<file path="src/rtl/bsr_chain_pkg.sv">
// rtl/bsr_chain_pkg.sv - shared definitions for the s9234 boundary-scan register
//
// Purpose : default cell counts for the s9234 core and the per-cell
//           operation encoding shared by bsr_chain and bsr_cell.
// Chain order: input cells come first. TDI feeds input cell 0, and the last
//           input cell feeds output cell 0. The last output cell drives bsr_tdo.
package bsr_chain_pkg;

  localparam int N_IN_DEF  = 36;  // s9234 core primary inputs
  localparam int N_OUT_DEF = 39;  // s9234 core primary outputs

  // What a cell's capture/shift flop does on the next TCK edge
  typedef enum logic [1:0] {
    CELL_HOLD  = 2'd0,
    CELL_CAPT  = 2'd1,
    CELL_SHIFT = 2'd2
  } cell_op_e;

endpackage

</file>
<file path="src/rtl/bsr_cell.sv">
// rtl/bsr_cell.sv - one boundary-scan cell (capture/shift flop, update flop, output mux)
//
// Ports:
//   tck       scan clock, rising edge
//   trst_b    synchronous active-low reset
//   op        capture / shift / hold for the cap flop
//   update    load upd from cap (already gated with the BSR select)
//   test_mode 1 = par_out driven from upd, 0 = par_out follows par_in
//   scan_in   serial input from the predecessor cell (or TDI)
//   par_in    parallel input (pin or core output)
//   cap       capture/shift flop, also the serial output to the successor
//   par_out   parallel output (core input or pin)
module bsr_cell
  import bsr_chain_pkg::*;
(
  input  logic     tck,
  input  logic     trst_b,
  input  cell_op_e op,
  input  logic     update,
  input  logic     test_mode,
  input  logic     scan_in,
  input  logic     par_in,
  output logic     cap,
  output logic     par_out
);

  logic upd;

  // upd samples the pre-edge cap, so a simultaneous shift and update
  // latches the old value while the chain still moves.
  always_ff @(posedge tck) begin
    if (!trst_b) begin
      cap <= 1'b0;
      upd <= 1'b0;
    end else begin
      case (op)
        CELL_CAPT:  cap <= par_in;
        CELL_SHIFT: cap <= scan_in;
        default:    cap <= cap;
      endcase
      if (update) begin
        upd <= cap;
      end
    end
  end

  assign par_out = test_mode ? upd : par_in;

endmodule

</file>
<file path="src/rtl/bsr_chain.sv">
// rtl/bsr_chain.sv - boundary-scan register around the s9234 core primary I/O
//
// Ports:
//   TCK        scan clock, all state changes on its rising edge
//   TRST_b     synchronous active-low reset
//   TDI        serial scan in
//   bsr_capt   capture strobe (captdr already gated with the BSR instruction)
//   shftdr     Shift-DR state, ungated
//   updr       Update-DR state, ungated
//   bsr_sel    BSR instruction active
//   test_mode  1 = update flops drive core inputs and output pins
//   pin_in     chip input pins
//   core_out   core primary outputs
//   core_in    to core primary inputs
//   pin_out    to chip output pins
//   bsr_tdo    serial scan out (last output cell's cap flop, no retiming)
//   shift_cnt  bits shifted since the last capture, saturating at LEN
//   chain_full shift_cnt == LEN
module bsr_chain
  import bsr_chain_pkg::*;
#(
  parameter int N_IN  = N_IN_DEF,
  parameter int N_OUT = N_OUT_DEF
) (
  input  logic                              TCK,
  input  logic                              TRST_b,
  input  logic                              TDI,
  input  logic                              bsr_capt,
  input  logic                              shftdr,
  input  logic                              updr,
  input  logic                              bsr_sel,
  input  logic                              test_mode,
  input  logic [N_IN-1:0]                   pin_in,
  input  logic [N_OUT-1:0]                  core_out,
  output logic [N_IN-1:0]                   core_in,
  output logic [N_OUT-1:0]                  pin_out,
  output logic                              bsr_tdo,
  output logic [$clog2(N_IN+N_OUT+1)-1:0]   shift_cnt,
  output logic                              chain_full
);

  localparam int             LEN   = N_IN + N_OUT;
  localparam int             CW    = $clog2(LEN + 1);
  localparam logic [CW-1:0]  LEN_V = CW'(LEN);

  cell_op_e        op;
  logic            upd_en;
  logic [LEN-1:0]  par_in_all;
  logic [LEN-1:0]  par_out_all;
  logic [LEN:0]    chain;   // chain[k] is the serial input of cell k

  // Capture outranks shift. Capture is not re-gated with bsr_sel because
  // bsr_capt already carries the instruction gating.
  always_comb begin
    op = CELL_HOLD;
    if (bsr_capt) begin
      op = CELL_CAPT;
    end else if (shftdr && bsr_sel) begin
      op = CELL_SHIFT;
    end
  end

  assign upd_en = updr & bsr_sel;

  // Cell k < N_IN is input cell k; cell N_IN+j is output cell j.
  assign par_in_all         = {core_out, pin_in};
  assign {pin_out, core_in} = par_out_all;
  assign chain[0]           = TDI;
  assign bsr_tdo            = chain[LEN];

  for (genvar k = 0; k < LEN; k++) begin : g_cell
    bsr_cell u_cell (
      .tck       (TCK),
      .trst_b    (TRST_b),
      .op        (op),
      .update    (upd_en),
      .test_mode (test_mode),
      .scan_in   (chain[k]),
      .par_in    (par_in_all[k]),
      .cap       (chain[k+1]),
      .par_out   (par_out_all[k])
    );
  end

  always_ff @(posedge TCK) begin
    if (!TRST_b) begin
      shift_cnt <= '0;
    end else if (op == CELL_CAPT) begin
      shift_cnt <= '0;
    end else if (op == CELL_SHIFT && shift_cnt != LEN_V) begin
      shift_cnt <= shift_cnt + 1'b1;
    end
  end

  assign chain_full = (shift_cnt == LEN_V);

endmodule

</file>
<file path="config.mk">
export PLATFORM = sky130hd
export DESIGN_NAME = bsr_chain
export DESIGN_NICKNAME = d
export VERILOG_FILES = /design/src/rtl/bsr_chain_pkg.sv /design/src/rtl/bsr_cell.sv /design/src/rtl/bsr_chain.sv
export SDC_FILE = /design/constraint.sdc
export NUM_CORES = 1
export LEC_CHECK = 0
export BUFFER_PORTS_ARGS = -buffer_cell sky130_fd_sc_hd__clkbuf_2
export CAP_MARGIN = 20
export CORE_AREA = 2 2 162 164
export CTS_CLUSTER_SIZE = 8
export DETAILED_ROUTE_END_ITERATION = 16
export DIE_AREA = 0 0 164 166
export PLACE_DENSITY = 0.63
export SYNTH_ARGS = -nofsm -noshare
export SYNTH_HDL_FRONTEND = slang
export SYNTH_SLANG_ARGS = --single-unit
</file>
<file path="constraint.sdc">
create_clock -name TCK -period 2.4 [get_ports TCK]
set_input_delay 0.6 -clock TCK [delete_from_list [all_inputs] [get_ports TCK]]
set_output_delay 0.6 -clock TCK [all_outputs]
set_load 0.01 [all_outputs]
</file>
==> results.md, run 1 <==
Clock network:
- The H-tree generated during clock tree synthesis spans 4 levels.
- Hold repair after CTS inserted 0 buffers.
- After clock tree synthesis, the clock-pin slew on the worst setup and hold paths is about 0.060 ns.
- No sink is reached through more buffers than the 2 on the longest clock path.
- The number of buffers inserted during clock tree synthesis is 17.
- The cell sitting at the root of the clock tree is a clkbuf_16.
- The CTS tree is done.
- The clock sink count is about 160.
- Once the clock tree was built, the setup fixing pass inserted 0 buffers.
- The clock latency of the later-clocked register in the worst-skew pair is 0.42 ns.
- The number of gates resized after CTS was 0.

Finish:
- The final core utilization is 37.47%.
- The number of nets in the layout is 1005.
- The cell area after layout is about 9600 sq um.
- The antenna diode count is 0.
- The relative area change from synthesis to final layout is 15.80%.
- The fraction of layout instances using a drive strength above 1 is a little under 40%.
- The count of non-filler cells in the finished layout is 1269.

Synthesis:
- The number of distinct library cells after synthesis is 29.
- The area fraction of the dominant cell type after synthesis is 37.92%.
- Yosys printed 0 warnings.
- The mean cell area of the mapped netlist is around 9.6 sq um.
- Ranked by total cell area, the synthesized netlist is headed by dfxtp_1 38%, mux2_2 20%, o211a_1 9.1%.
- The number of nets in the synthesized netlist is around 950.
- The flip-flop and latch count after synthesis is approximately 160.
- Synthesis handed over a netlist of between 800 and 900 instances.
- The sequential area share after synthesis is between 30 and 40%.
- The most area-hungry cell type in the Yosys netlist is dfxtp_1.
- The cell area that synthesis handed to floorplanning was about 8300 sq um.

Detailed routing:
- Using the TritonRoute via totals, the vias-per-cell ratio works out to between 4 and 5.
- The detailed router finished its first iteration with just over 300 violations.
- The remaining routing DRC violations is 0.
- The total wire length after detailed routing is 19500 microns.
- The count of nets left with antenna violations once routing finished came out at 0.
- Dividing the detail-routed wire length by the instance count gives ~15 microns.
- For this run, the detailed router's first-pass iteration total came to 4.
- The overall via count from detail_route is 5969.

Flow run:
- The tool flagged a number of max-cap violations equal to 0.

Placement:
- Buffers placed on the I/O ports in this run total 166.
- After legalization and detailed placement, the total HPWL measured roughly 13000 microns.
- The final RePlAce weighted congestion is 0.7369.
- Counting tap cells, the placed design contains a total of 1237 instances.
- The post-placement cell area is around 9000 sq um.

Global route:
- The number of global-route vias before repair is ~6000.
- The initial antenna violation count is 1.
- Global routing finished with a remaining overflow of 0.
- For this run, the total global-route usage over all layers was measured as 14.57%.
- Entering global routing, the biggest net connects 57 pins.
- The first-pass GRT wire length is between 30000 and 40000 microns.

Worst setup path:
- The highest net fanout along the worst path is 6.
- In this design, the stage delay of the slowest critical-path cell is around 0.51 ns.
- The type of origin of the critical path is a flip-flop.
- The slowest library cell on the worst path is nor4bb_1.
- For the worst setup path, the data required time is between 1.5 and 2 ns.
- The signal on the critical path passes through nor4bb_1 -> and3_1 -> clkbuf_2.
- The critical path is of the reg -> out type.
- The arrival time of the worst setup path is between 1.5 and 2 ns.
- The setup check on the worst reg-to-reg path leaves a slack of 0.86 ns.
- The kind of end point of the critical path is an output pin.

Power and ir drop:
- Net switching is 25.11% of the power.
- The share of power burned in the clock network is approximately 44%.
- In this run, flip-flops and latches consume roughly 43% of the power.
- The share of total power dissipated in combinational logic is a little over an eighth.
- The analysis attributes to net switching a power of roughly 1.7 mW.
- For this design the static power due to leakage is approximately 4.5 nW.
- Cell internal power was estimated by the tool at approximately 5 mW.
- For this design the ratio of total power to cell area is a little under 700 nW/um^2.
- The maximum resistive drop on vdd is 0.3834 mV.

STA:
- Setup violations remaining at the end of the flow were counted as 0.
- Measured against its own limit, the worst slew margin works out to about 66%.
- The number of slew-limit violations in the final report was 0.
- The count of final hold-check violations came to 0.
- Setup repair after global routing left no endpoint under its margin.
- The total negative slack for setup checks is 0 ns.
- The maximum achievable frequency is between 400 and 500 MHz.
- The final critical delay including setup and external delays is 2.276 ns.
- The final cycle utilization of the critical path is 94.83%.
- The pin slew with the least headroom to its limit is around 0.50 ns.
- On the final layout, the worst clock skew is 0.008007 ns.
- On the final layout, the worst hold slack is roughly 0.46 ns.

Min path:
- The worst min-delay path class is reg -> reg.

Die:
- For this design the top-level I/O count stands at 167.
- From left edge to right edge, the die measures 164 microns.
- The total area inside the core boundary comes to 25620 sq um.
- The floorplan step defined a die boundary enclosing 27220 sq um.
- The floorplan has between 50 and 60 rows.
- In this run the vertical extent of the chip is between 150 and 200 microns.
- The initial utilization of the core area, before any placement, comes to about a third.

Status:
- The run finished with clean final reports.
[worst max-delay path, delay by kind of cell (launching register included)]
kind                   cells  cell delay, ns
AND/OR/NAND/NOR            2            0.73
flip-flops                 1            0.41
buffers and inverters      1            0.12
[cell type report]
cell class,instances,area (sq um)
Inverter,2,7.507
Clock inverter,14,192.7
Fill cell,2564,16020
Timing Repair Buffer,182,1121
Multi-Input combinational cell,561,4277
Tap cell,335,419.2
Sequential cell,157,3143
Clock buffer,18,439.2
[per-stage QoR]
stage | worst slack [ns] | power, mW
after detailed placement | 0.3162 | 3.782
after global placement | 0.3392 | 3.762
final | 0.1242 | 6.644
after CTS | 0.1202 | 6.760
after floorplan | 0.1956 | 3.558
after global routing | 0.008408 | 6.958
[synthesized netlist by cell type (all sizes together)]
cell type	number
nand2	158
dfxtp	157
mux2	150
buf	110
nand2b	78
a21boi	75
o211a	75
clkbuf	31
a21oi	5
inv	2
mux2i	2
o21ai	2
o31ai	2
or3	2
or4	2
a2111o	1
a31oi	1
and2	1
and3	1
ha	1
nand3	1
nand3b	1
nand4	1
nor2b	1
nor4bb	1
[placed cells by master (no fill, tap or decap), types with 4 or more instances in the layout]
master / n
clkbuf_2: 163
dfxtp_1: 157
nand2_1: 156
mux2_2: 150
nand2b_1: 78
a21boi_0: 75
o211a_1: 75
clkbuf_16: 17
buf_12: 13
buf_4: 6
a21oi_1: 5
bufinv_16: 4
[logic make-up (layout without fill, tap and decap cells)]
| kind of cell | after synthesis | in the layout | share of synthesized area (%) |
|---|---|---|---|
| simple gates | 247 | 247 | 13.98 |
| compound gates | 161 | 161 | 16.66 |
| flops | 157 | 157 | 37.92 |
| mux | 152 | 152 | 20.62 |
| buf+inv | 143 | 216 | 10.67 |
| fa+ha+maj | 1 | 1 | 0.1509 |
[routing by layer]
metal  GRT usage [%]  up-vias  share of wire (%)
met1           18.38     2808                 46
met5               0        -                  0
met3           3.397       19                3.6
met2           24.24      122                 48
li1                -     3020                  -
met4           5.072        0                2.0
[power by group through the flow]
stage                     registers [mW]  clock network (mW)  logic (mW)
after CTS                           2.84                3.03       0.885
final                               2.84                2.93       0.872
after detailed placement            2.90                   0       0.881
after global placement              2.90                   0       0.865
after global routing                2.86                3.14       0.960
after floorplan                     2.86                   0       0.702
[flip-flops by register name, indices dropped and copies added, names as in the netlist]
name               count
g_cell.u_cell.upd     75
shift_cnt              7
g_cell.u_cell.cap     75
[path summary, 6_finish.rpt]
kind | from | endpoint | cells after the start
max | shift_cnt[3]$_SDFFE_PP0P_ | chain_full | 3
min | g_cell[10].u_cell.upd$_SDFFE_PN0P_ | g_cell[10].u_cell.upd$_SDFFE_PN0P_ | 2
max reg2reg | shift_cnt[0]$_SDFFE_PP0P_ | shift_cnt[6]$_SDFFE_PP0P_ | 4
min reg2reg | g_cell[10].u_cell.upd$_SDFFE_PN0P_ | g_cell[10].u_cell.upd$_SDFFE_PN0P_ | 2
Note: power is estimated with default switching activity, not from simulation.
==> inputs of run 2 (changes only) <==
--- a/config.mk
+++ b/config.mk
@@ -12,6 +12,7 @@
 export DETAILED_ROUTE_END_ITERATION = 16
 export DIE_AREA = 0 0 164 166
 export PLACE_DENSITY = 0.63
+export RECOVER_POWER = 100
 export SYNTH_ARGS = -nofsm -noshare
 export SYNTH_HDL_FRONTEND = slang
 export SYNTH_SLANG_ARGS = --single-unit
==> results.md, run 2 (synthesis results as in run 1) <==
STA:
- The smallest clock period supported by the final layout is computed as roughly 2.3 ns.
- The number of slew-limit violations in the final report is 0.
- The count of final hold-check violations is 0.
- Setup violations remaining at the end of the flow were counted as 0.
- The worst path uses a little over nine tenths of the clock period.
- For the final database, setup skew stands at between 0.008 and 0.009 ns.
- Setup repair after global routing left no endpoint under its margin.
- The pin slew with the least headroom to its limit is 1.106 ns.
- The maximum achievable frequency is 440.7 MHz.
- The smallest setup slack after layout is 0.1310 ns.
- The relative slew slack is 26.25%.
- The total negative slack for setup checks is 0 ns.

Finish:
- The area of the multi-input gates is around 4300 sq um.
- The antenna diode count is 0.
- The post-route netlist has 30.51% of its cells at a drive strength greater than 1.
- The layout has 2616 filler cells.
- Leaving out fill and tap cells, the most frequent cells in the layout are 157 x nand2_1, 157 x dfxtp_1, 150 x mux2_2, 84 x clkbuf_2, 80 x clkbuf_1.
- The area used by sequential logic in the layout is ~3100 sq um.
- The largest registers in the layout are g_cell.u_cell.cap: 75 flops, g_cell.u_cell.upd: 75 flops, shift_cnt: 7 flops.
- At the end of the flow, the number of nets in the layout was approximately 1000.
- The area growth from synthesis to layout is 13.43%.
- With fillers left out, the area of the finished cells amounts to 9403 sq um.

Die:
- The die is roughly 160 microns wide.
- In this run the vertical extent of the chip is about 170 microns.
- The core footprint is 25620 sq um.
- The top-level I/O count is between 150 and 200.
- Row generation in the floorplan step produced slightly below 60 rows.
- The effective utilization at floorplan is between 30% and 40%.
- The area enclosed by the die boundary is 27220 sq um.

Power and ir drop:
- Summed over all cells, the static leakage comes to roughly 4.2 nW.
- The cell-internal power is 4.937 mW.
- The power per cell area is about 700 nW/um^2.
- The share of total power in sequential cells is 43.0%.
- In this run the power spent charging and discharging nets is 1.664 mW.
- The worst-case IR drop observed on VDD is between 0.3 and 0.4 mV.
- The combinational share of power is between 10% and 20%.
- Of the total power, the share spent switching nets is roughly 25%.
- The share of power burned in the clock network is between 40 and 50%.
- Overall power consumption after layout is estimated at 6.601 mW.

Clock network:
- The H-tree was split into 4 levels.
- Post-CTS repair changed the size of 0 cells.
- The CTS root buffer is clkbuf_16.
- The maximum buffer depth of the clock tree is 2.
- For this design, the sink count on the clock tree is about 160.
- The clock latency of the later-clocked register in the worst-skew pair is approximately 0.42 ns.
- For this design, the CTS-stage hold fixing added 0 buffers.
- The clock transition time at the flip-flop clock pins of the worst setup and hold paths is around 0.06 ns.
- TritonCTS built the clock tree.
- After clock tree synthesis, the setup repair step added 0 buffers.
- The number of clock buffers added by TritonCTS is 17.

Detailed routing:
- The remaining routing DRC violations is 0.
- The detailed router finished its first iteration with roughly 290 violations.
- The number of iterations in the first detailed-routing pass is 6.
- The total wire length after detailed routing is roughly 20000 microns.
- After detailed routing, the average wire length per cell comes to about 15 microns.
- The overall via count from detail_route is approximately 6000.
- The post-detailed-route count of antenna-violating nets is 0.
- In the routed layout, each cell is associated on average with a via count of around 4.7.

Worst setup path:
- Data on the critical path arrives at its endpoint at 1.67 ns.
- The required time at the endpoint of the critical path is 1.80 ns.
- The critical path in this run is classified as reg -> out.
- The highest net fanout along the worst path is 6.
- The type of origin of the critical path is a flip-flop.
- The depth of the worst register-to-register path is 4.
- The kind of end point of the critical path is an output pin.

Min path:
- The count of cells along the worst hold path is 2.
- The path class of the tightest hold or removal check is reg -> reg.

Placement:
- The placed wire-length estimate is 13400 microns.
- Routability-driven placement finished with a final weighted congestion of around 0.74.
- During placement, the flow inserted port buffers numbering around 170.
- The pre-CTS setup slack is between 0.3 and 0.4 ns.
- The post-placement cell area is around 9000 sq um.

Global route:
- The overall fraction of global-route tracks in use is 14.57%.
- Entering global routing, the biggest net connects 57 pins.
- The number of global-route vias before repair is between 5000 and 6000.
- The total overflow left after global routing is 0.
- The first-pass GRT wire length is between 30000 and 40000 microns.
- The initial antenna violation count is 1.

Status:
- The run finished with clean final reports.

Flow run:
- The max capacitance violation total is 0.
[run 2: cell count changes in the layout (fill, tap and decap cells not counted), sizes merged]
cell,change
buf,-7
clkbuf,+7
[run 2: worst paths after layout]
path / start / endpoint / slack, ns
worst max-delay path: shift_cnt[3]$_SDFFE_PP0P_ / chain_full / 0.13
worst min-delay path: g_cell[10].u_cell.upd$_SDFFE_PN0P_ / g_cell[10].u_cell.upd$_SDFFE_PN0P_ / 0.46
worst max register to register: shift_cnt[0]$_SDFFE_PP0P_ / shift_cnt[6]$_SDFFE_PP0P_ / 0.85
worst min register to register: g_cell[10].u_cell.upd$_SDFFE_PN0P_ / g_cell[10].u_cell.upd$_SDFFE_PN0P_ / 0.46
[run 2: layout make-up]
class	instances	area share [%]
multi-input combinational	561	45.38
sequential	157	33.43
timing repair buffer	182	9.940
clock buffer	18	4.671
tap	335	4.458
clock inverter	14	2.049
inverter	2	0.07984
[run 2: critical path: stages, from the launching register on]
cell and delay [ns]:
dfxtp_1 0.41, nor4bb_1 0.50, and3_1 0.22, clkbuf_2 0.12
[run 2: through the flow]
stage | std cells | util (%) | hold WS, ns
6_report | 1269 | 36.71 | 0.4599
3_3_place_gp | 1237 | 35.01 | 0.4459
2_1_floorplan | 861 | - | 0.4400
3_5_place_dp | 1237 | 35.01 | 0.4538
4_1_cts | 1269 | 37.47 | 0.4641
5_1_grt | 1269 | 36.71 | 0.4790
[run 2: power groups by stage]
stage	Combinational, mW	Sequential [mW]	Clock (mW)
final	0.829	2.84	2.93
after global routing	0.916	2.86	3.14
after CTS	0.885	2.84	3.03
after detailed placement	0.881	2.90	0
after global placement	0.865	2.90	0
after floorplan	0.702	2.86	0
[run 2: routing by layer]
layer  vias up  wire length [microns]  GRT usage [%]
met3        17                    731          3.397
met5         -                      0              0
met1      2828                   9136          18.38
met4         0                    354          5.072
li1       3025                      -              -
met2       133                   9380          24.24
